==> src/rtl/wb_arbiter.sv <==
// ============================================================================
//  Module   : wb_arbiter
//  Purpose  : Per-channel result FIFOs with round-robin arbitration into one
//             registered writeback / bypass / commit port. Optional perf
//             counters enabled by defining WB_PERF_CNT_EN.
//  Revision : 1.0  initial release
// ============================================================================
`default_nettype none

module wb_arbiter #(
  parameter int NUM_CH   = 4,
  parameter int DEPTH    = 2,
  parameter int RESULT_W = 64,
  parameter int PC_W     = 64,
  parameter int INSTR_W  = 32
) (
  input  logic                         clock,
  input  logic                         reset_n,
  input  logic [NUM_CH-1:0]            in_valid,
  output logic [NUM_CH-1:0]            in_ready,
  input  logic [NUM_CH*5-1:0]          in_rd,
  input  logic [NUM_CH-1:0]            in_need_to_wb,
  input  logic [NUM_CH-1:0]            in_mmio,
  input  logic [NUM_CH*RESULT_W-1:0]   in_result,
  input  logic [NUM_CH*PC_W-1:0]       in_pc,
  input  logic [NUM_CH*INSTR_W-1:0]    in_instr,
  input  logic                         flush,
  output logic                         regfile_write_valid,
  output logic [4:0]                   regfile_write_rd,
  output logic [RESULT_W-1:0]          regfile_write_data,
  output logic                         byp_valid,
  output logic [4:0]                   byp_rd,
  output logic [RESULT_W-1:0]          byp_result,
  output logic                         commit_valid,
  output logic                         commit_skip,
  output logic [PC_W-1:0]              commit_pc,
  output logic [INSTR_W-1:0]           commit_instr
`ifdef WB_PERF_CNT_EN
  ,
  output logic [63:0]                  perf_commit_cnt,
  output logic [63:0]                  perf_full_stall_cnt
`endif
);

  localparam int c_PTR_W    = $clog2(DEPTH);
  localparam int c_CNT_W    = c_PTR_W + 1;
  localparam int c_RR_W     = (NUM_CH > 1) ? $clog2(NUM_CH) : 1;
  localparam int c_PC_LSB   = INSTR_W;
  localparam int c_RES_LSB  = INSTR_W + PC_W;
  localparam int c_MMIO_BIT = c_RES_LSB + RESULT_W;
  localparam int c_NEED_BIT = c_MMIO_BIT + 1;
  localparam int c_RD_LSB   = c_NEED_BIT + 1;
  localparam int c_ENTRY_W  = c_RD_LSB + 5;

  logic [NUM_CH-1:0]    w_req;
  logic [NUM_CH-1:0]    w_ready;
  logic [NUM_CH-1:0]    w_push;
  logic [NUM_CH-1:0]    w_pop;
  logic [c_ENTRY_W-1:0] w_head [NUM_CH];
  logic [c_RR_W-1:0]    w_rot_idx [NUM_CH];
  logic [c_RR_W-1:0]    r_rr_ptr;
  logic [c_RR_W-1:0]    w_gnt_idx;
  logic                 w_gnt_valid;
  logic [c_ENTRY_W-1:0] w_gnt_entry;

  logic                 r_commit_valid;
  logic                 r_wb_valid;
  logic                 r_skip;
  logic [4:0]           r_rd;
  logic [RESULT_W-1:0]  r_data;
  logic [PC_W-1:0]      r_pc;
  logic [INSTR_W-1:0]   r_instr;

  for (genvar g = 0; g < NUM_CH; g++) begin : g_ch
    logic [c_ENTRY_W-1:0] r_mem [DEPTH];
    logic [c_PTR_W-1:0]   r_wr_ptr;
    logic [c_PTR_W-1:0]   r_rd_ptr;
    logic [c_CNT_W-1:0]   r_count;
    logic [c_ENTRY_W-1:0] w_entry;

    assign w_entry = {in_rd[5*g +: 5], in_need_to_wb[g], in_mmio[g],
                      in_result[RESULT_W*g +: RESULT_W],
                      in_pc[PC_W*g +: PC_W],
                      in_instr[INSTR_W*g +: INSTR_W]};

    // Ready comes from the count alone, so a full FIFO popped this cycle still refuses.
    assign w_ready[g]   = (r_count != c_CNT_W'(DEPTH));
    assign w_req[g]     = (r_count != '0);
    assign w_push[g]    = in_valid[g] & w_ready[g] & ~flush;
    assign w_pop[g]     = w_gnt_valid & (w_gnt_idx == c_RR_W'(g));
    assign w_head[g]    = r_mem[r_rd_ptr];
    assign w_rot_idx[g] = c_RR_W'((int'(r_rr_ptr) + g) % NUM_CH);

    always_ff @(posedge clock) begin
      if (w_push[g]) r_mem[r_wr_ptr] <= w_entry;
    end

    always_ff @(posedge clock or negedge reset_n) begin
      if (!reset_n) begin
        r_wr_ptr <= '0;
        r_rd_ptr <= '0;
        r_count  <= '0;
      end else if (flush) begin
        r_wr_ptr <= '0;
        r_rd_ptr <= '0;
        r_count  <= '0;
      end else begin
        if (w_push[g]) r_wr_ptr <= r_wr_ptr + 1'b1;
        if (w_pop[g])  r_rd_ptr <= r_rd_ptr + 1'b1;
        case ({w_push[g], w_pop[g]})
          2'b10:   r_count <= r_count + c_CNT_W'(1);
          2'b01:   r_count <= r_count - c_CNT_W'(1);
          default: r_count <= r_count;
        endcase
      end
    end
  end

  // Descending scan so the lowest rotated offset (closest to rr_ptr) wins.
  always_comb begin
    w_gnt_valid = 1'b0;
    w_gnt_idx   = '0;
    for (int k = NUM_CH - 1; k >= 0; k--) begin
      if (w_req[w_rot_idx[k]]) begin
        w_gnt_valid = 1'b1;
        w_gnt_idx   = w_rot_idx[k];
      end
    end
    if (flush) w_gnt_valid = 1'b0;
  end

  assign w_gnt_entry = w_head[w_gnt_idx];

  always_ff @(posedge clock or negedge reset_n) begin
    if (!reset_n) begin
      r_rr_ptr       <= '0;
      r_commit_valid <= 1'b0;
      r_wb_valid     <= 1'b0;
      r_skip         <= 1'b0;
      r_rd           <= '0;
      r_data         <= '0;
      r_pc           <= '0;
      r_instr        <= '0;
    end else begin
      r_commit_valid <= w_gnt_valid;
      r_wb_valid     <= w_gnt_valid & w_gnt_entry[c_NEED_BIT] & ~w_gnt_entry[c_MMIO_BIT]
                        & (w_gnt_entry[c_RD_LSB +: 5] != 5'd0);
      r_skip         <= w_gnt_valid & w_gnt_entry[c_MMIO_BIT];
      if (w_gnt_valid) begin
        r_rr_ptr <= (w_gnt_idx == c_RR_W'(NUM_CH - 1)) ? '0 : w_gnt_idx + 1'b1;
        r_rd     <= w_gnt_entry[c_RD_LSB +: 5];
        r_data   <= w_gnt_entry[c_RES_LSB +: RESULT_W];
        r_pc     <= w_gnt_entry[c_PC_LSB +: PC_W];
        r_instr  <= w_gnt_entry[INSTR_W-1:0];
      end
    end
  end

  assign in_ready            = w_ready;
  assign regfile_write_valid = r_wb_valid;
  assign regfile_write_rd    = r_rd;
  assign regfile_write_data  = r_data;
  assign byp_valid           = r_wb_valid;
  assign byp_rd              = r_rd;
  assign byp_result          = r_data;
  assign commit_valid        = r_commit_valid;
  assign commit_skip         = r_skip;
  assign commit_pc           = r_pc;
  assign commit_instr        = r_instr;

`ifdef WB_PERF_CNT_EN
  logic [63:0] r_perf_commit_cnt;
  logic [63:0] r_perf_stall_cnt;

  always_ff @(posedge clock or negedge reset_n) begin
    if (!reset_n) begin
      r_perf_commit_cnt <= '0;
      r_perf_stall_cnt  <= '0;
    end else begin
      if (r_commit_valid)            r_perf_commit_cnt <= r_perf_commit_cnt + 64'd1;
      if (|(in_valid & ~w_ready))    r_perf_stall_cnt  <= r_perf_stall_cnt + 64'd1;
    end
  end

  assign perf_commit_cnt     = r_perf_commit_cnt;
  assign perf_full_stall_cnt = r_perf_stall_cnt;
`endif

endmodule

`default_nettype wire
==> config.mk <==
export PLATFORM = sky130hd
export DESIGN_NAME = wb_arbiter
export DESIGN_NICKNAME = d
export VERILOG_FILES = /design/src/rtl/wb_arbiter.sv
export SDC_FILE = /design/constraint.sdc
export NUM_CORES = 2
export LEC_CHECK = 0
export BUFFER_PORTS_ARGS = -buffer_cell sky130_fd_sc_hd__buf_4
export CAP_MARGIN = 20
export CORE_MARGIN = 2
export CORE_UTILIZATION = 23
export DETAILED_ROUTE_END_ITERATION = 8
export GPL_TIMING_DRIVEN = 0
export RECOVER_POWER = 100
export SYNTH_ARGS = -nofsm -noshare
export SYNTH_HDL_FRONTEND = slang
export SYNTH_SLANG_ARGS = --single-unit
==> constraint.sdc <==
create_clock -name clock -period 21.1 [get_ports clock]
set_clock_uncertainty 0.15 [all_clocks]
set_input_delay 4.22 -clock clock [delete_from_list [all_inputs] [get_ports clock]]
set_output_delay 4.22 -clock clock [all_outputs]
set_load 0.01 [all_outputs]
After elaboration in Yosys (flattened, before gate mapping). Memories as Yosys holds them, arrays and structs flattened. Index checks and enable logic that the tools add are counted.

Bits in registers: 186. Latch bits: 0. Bits in writable memories: 1336. Memory bits (read-only): 0. Input bits: 675. Output and inout bits: 242. Word-level logic and storage cells: 154. Memories: 4.

Memories: g_ch[0].r_mem (words 2, bits a word 167, read ports 1, clocked after Yosys merged registers in 0, write ports 1, RTL line 75) `logic [c_ENTRY_W-1:0] r_mem [DEPTH];`; g_ch[1].r_mem (words 2, bits a word 167, read ports 1, clocked after Yosys merged registers in 0, write ports 1, RTL line 75); g_ch[2].r_mem (words 2, bits a word 167, read ports 1, clocked after Yosys merged registers in 0, write ports 1, RTL line 75); g_ch[3].r_mem (words 2, bits a word 167, read ports 1, clocked after Yosys merged registers in 0, write ports 1, RTL line 75).

Add/subtract/negate cells: 20. Multiply operators: 0. Div/mod/pow operators: 0. $lt $le $gt $ge: 5. Equality and inequality tests: 15. Shift operators: 0. Mux-type cells: 53. Bitwise logic cells: 19. Reduce and logical (&&, ||, !) cells: 18.

Operators with widths (count): binary-select mux 167 bit (select 2 bit) (1); 2-to-1 mux 167 bit (2); 2-to-1 mux 1 bit (33); nonzero test 2 bit (12); 2-to-1 mux 2 bit (9); AND 1 bit (16); case mux 2 bit (2 select lines) (4); adder 2 x 1 -> 2 bit, second input constant (6); == test 2 bit, second input constant (6); less-than comparator 2 x 3 -> 1 bit, second input constant (4); nonzero test 3 bit (4); == test 2 x 1 -> 1 bit, second input constant (5); adder 1 bit, second input constant (8); binary-select mux 1 bit (select 2 bit) (4); != test 2 bit, second input constant (4); subtractor 2 x 1 -> 2 bit, second input constant (4); nonzero test 5 bit (1); adder 2 bit, second input constant (2); greater-or-equal comparator 3 bit, second input constant (1); NOT 2 -> 3 bit (1); logical NOT 2 bit (1); NOT 1 bit (2).

Longest topological paths before layout.
Word-level depth: 14. Gate-level depth with buffers: 13. Depth with buffers taken out: 9.

Worst setup path before layout. Ideal clock, no wire load.

Kind: in2reg. From: in flush. To: mem g_ch[0].r_mem[1][0] (netlist name), enable pin. Library setup time: 0.933 ns. Data arrival time: 16.737 ns. Required time: 20.017 ns. Path slack: 3.281 ns. Stages on the path: 3. Path buffers: 2. Cell sequence: clkbuf_1 > clkbuf_1 > nor3b_1.

Word-level cells in the longest chain between the ends: 4.

Ends and longest elaborated chain: start: declaration (RTL line 27) `input logic flush,`; NOT 1 bit (RTL line 89) `assign w_push[g] = in_valid[g] & w_ready[g] & ~flush;`; AND 1 bit (RTL line 89); 2-to-1 mux 1 bit (RTL line 95) `if (w_push[g]) r_mem[r_wr_ptr] <= w_entry;`; 2-to-1 mux 1 bit (not written as such) (RTL line 95); end: declaration (RTL line 75).

No other way between the ends.

Final worst setup path.
From: in flush. To: mem g_ch[3].r_mem[1][51] (netlist name), enable pin.

Word-level cells in the longest chain between the ends: 4.

Ends and longest elaborated chain (RTL line): NOT 1 bit (89); AND 1 bit (89); 2-to-1 mux 1 bit (95); 2-to-1 mux 1 bit (not written as such) (95); end: declaration (75).

No other way between the ends.

==> metrics.md <==
| Metric | Value |
|---|---|
| Syn-to-layout area delta | `27.31%` |
| VDD IR max | `0.09767 mV` |
| Total power | `11.32 mW` |
| Max Cap Viol | `6` |
| Dominant synthesized flop cell | `edfxtp_1` |
| Die Area | `0.2634 mm^2` |
| GRT busiest layer | `met2` |
| Num rows | `186` |
| Chip Height | `513.3 um` |
| Violations in the final reports | `max-capacitance violations, max-slew violations` |
| Post-CTS resize count | `0` |
| GR Util All Layers | `0.1614` |
| Syn_nets | `4624` |
| Worst hold start | `byp_rd[0]` |
| Residual DRC | `0` |
| Placed cell area | `0.07284 mm^2` |
| Met1 GRT Util | `0.1888` |
| Status | `finished, violations left` |
| CTS tree | `built` |
| Clk sinks | `1522` |
| Placer Congestion | `0.8345` |
| CTS Buf Count | `168` |
| Crit path largest cell delay | `1.33 ns` |
| Pwr per Cell Area | `149.0 mW/mm^2` |
| Share of layout cells above drive strength 1 | `0.1778` |
| Hold Crit Depth | `2` |
| Final core utilization | `0.2950` |
| Final min period | `11.18 ns` |
| Vias in the first global route | `38680` |
| Post-CTS Setup Bufs | `0` |
| Grt met3 use | `0.05374` |
| Max Fclk | `89.47 MHz` |
| Drt first-iter violations | `3412` |
| Core Region | `0.2574 mm^2` |
| Met2 usage | `0.2672` |
| Post-synth EDFFs | `1336` |
| Starting Density | `0.2318` |
| FF-to-FF Start | `g_ch[3].r_count[0]` |
| FILL cells | `26300` |
| Commonest non-fill, non-tap cells in the layout | `edfxtp_1 (1336), clkbuf_1 (739), nand2_1 (681)` |
| Mapped Cells | `3948` |
| Synth Register Bits | `1522` |
| Reg2Reg Depth | `13` |
| Arrival time at the worst endpoint | `11.45 ns` |
| Design Area, Final | `0.07594 mm^2` |
| DR pass1 iterations | `6` |
| Most common cell after layout, fill and taps aside | `edfxtp_1` |
| Avg Cell Area, Syn | `15.11 um^2` |
| RSZ-0062 raised after global routing | `no` |
| Crit path top cell by count | `clkbuf_1` |
| Fin. Hold Viols | `0` |
| Final wirelength | `219.8 mm` |
| Place WS | `12.98 ns` |
| P_leak | `25.69 nW` |
| CP Max Fanout | `10` |
| Endpoints failing setup | `0` |
| DP HPWL | `170.9 mm` |
| First-pass GRT wire length | `298.1 mm` |
| Nets | `5886` |
| Period utilisation layout | `0.5297` |
| Critical Path Source | `flush` |
| Largest net degree at the start of global routing | `86` |
| Initial antenna violation count | `136` |
| Ys async rst share | `0.1222` |
| Fin. max-slew vios | `221` |
| I/O pins | `917` |
| ANT nets after route | `0` |
| Worst slew margin | `-3.034` |
| Routed len/inst | `24.99 um` |
| Vias | `38560` |
| Grt ovf | `0` |
| Crit Path Class | `input pin to flop` |
| Netlist cell types | `52` |
| Worst Setup End Kind | `flop` |
| Post-DR vias/cell | `4.384` |
| Hold Path Class | `flop to flop` |
| Clk_lat worst skew | `0.81 ns` |
| Crit path cell chain | `clkbuf_1, clkbuf_1, clkbuf_1, nor3b_1, clkbuf_1, clkbuf_1, clkbuf_1, clkbuf_1, clkbuf_1, clkbuf_1, clkbuf_1, clkbuf_1, clkbuf_1` |
| Seq/Total Area, Yosys | `0.7506` |
| Root buffer cell | `clkbuf_16` |
| Clock Path Buffers | `3` |
| Slowest CP cell | `nor3b_1` |
| H-tree depth | `4` |
| Clk slew on worst S/H paths | `0.07 ns` |
| IO buf count | `916` |
| Setup TNS | `0 ns` |
| Startpoint Class | `input pin` |
| Ys Warns | `0` |
| Setup WS post-layout | `9.923 ns` |
| Req. time, crit path | `21.37 ns` |
| Slew @ Worst Pin | `6.050 ns` |
| Die X | `513.3 um` |
| Mapped cell area | `0.05965 mm^2` |
| CTS hold repair buffers | `0` |
layer usage:
layer  vias up  wire length, um
met2      1618           105100
met3       458            19650
met1     19160            84590
met4       112             9680
li1      17210                -
met5         -              790
final cells by class:
class / count / area (um^2) / area share
Antenna cell: 57 / 142.6 / 0.001878
Buffer: 301 / 1549 / 0.02040
Clock buffer: 236 / 4731 / 0.06229
Clock inverter: 79 / 1042 / 0.01372
Inverter: 4 / 15.01 / 0.0001977
Multi-Input combinational cell: 2121 / 13280 / 0.1749
Sequential cell: 1522 / 44770 / 0.5896
Tap cell: 3384 / 4234 / 0.05575
Timing Repair Buffer: 1092 / 6175 / 0.08131
sequential cells by signal, indices dropped and copies added (netlist names):
name,count
g_ch.r_mem,1336
byp_result,64
commit_pc,64
commit_instr,32
g_ch.r_count,8
byp_rd,5
g_ch.r_rd_ptr,4
g_ch.r_wr_ptr,4
r_rr_ptr,2
byp_valid,1
commit_skip,1
commit_valid,1
worst max-delay path: cells and delay by family:
kind                   cells  cell delay, ns
buffers and inverters     12            5.84
AND/OR/NAND/NOR            1            1.33
worst paths after layout:
path / endpoint / slack (ns)
setup reg to reg: g_ch[3].r_mem[1][51] / 13.18
setup / recovery: g_ch[3].r_mem[1][51] / 9.92
min in group asynchronous: commit_instr[18] / 3.69
max in group asynchronous: byp_result[8] / 10.52
hold / removal: byp_rd[0] / 0.37
hold reg to reg: byp_rd[0] / 0.37
cell families after synthesis:
| kind of cell | after synthesis | share of synthesized area |
|---|---|---|
| muxes | 673 | 0.1130 |
| and+or+nand+nor | 1229 | 0.08596 |
| adders and majority gates | 1 | 0.0002097 |
| AOI/OAI and AO/OA | 206 | 0.02196 |
| buffers and inverters | 305 | 0.02653 |
| DFF | 1522 | 0.7506 |
| xor gates and xnor gates | 12 | 0.001762 |
report_power, final:
part	leakage [nW]	switching [mW]	total (mW)	internal, mW
clock	2.81	1.27	3.04	1.77
sequential	14.4	0.207	3.91	3.70
combinational	8.53	3.05	4.37	1.32
synth_stat cells, drive strengths merged (5+ instances only):
cell | number | area share
dfrtp | 186 | 0.078
nor3 | 7 | 0.00059
xor2 | 7 | 0.0010
nand2 | 682 | 0.043
a31oi | 163 | 0.017
mux2i | 669 | 0.11
a21oi | 9 | 0.00076
buf | 182 | 0.019
clkbuf | 119 | 0.0075
edfxtp | 1336 | 0.67
nor3b | 6 | 0.00076
nor2 | 184 | 0.012
xnor2 | 5 | 0.00073
nand2b | 5 | 0.00052
o21ai | 9 | 0.00076
o31ai | 5 | 0.00063
nand3 | 332 | 0.028
metrics by stage:
stage / hold slack, ns / instances
finish: 0.3721 / 8796
global route: 0.4165 / 8783
CTS: 0.3819 / 8735
detailed placement: 0.3668 / 8420
global placement: 0.3515 / 8248
floorplan: 0.3310 / 3948
(Power assumes the default switching activity.)
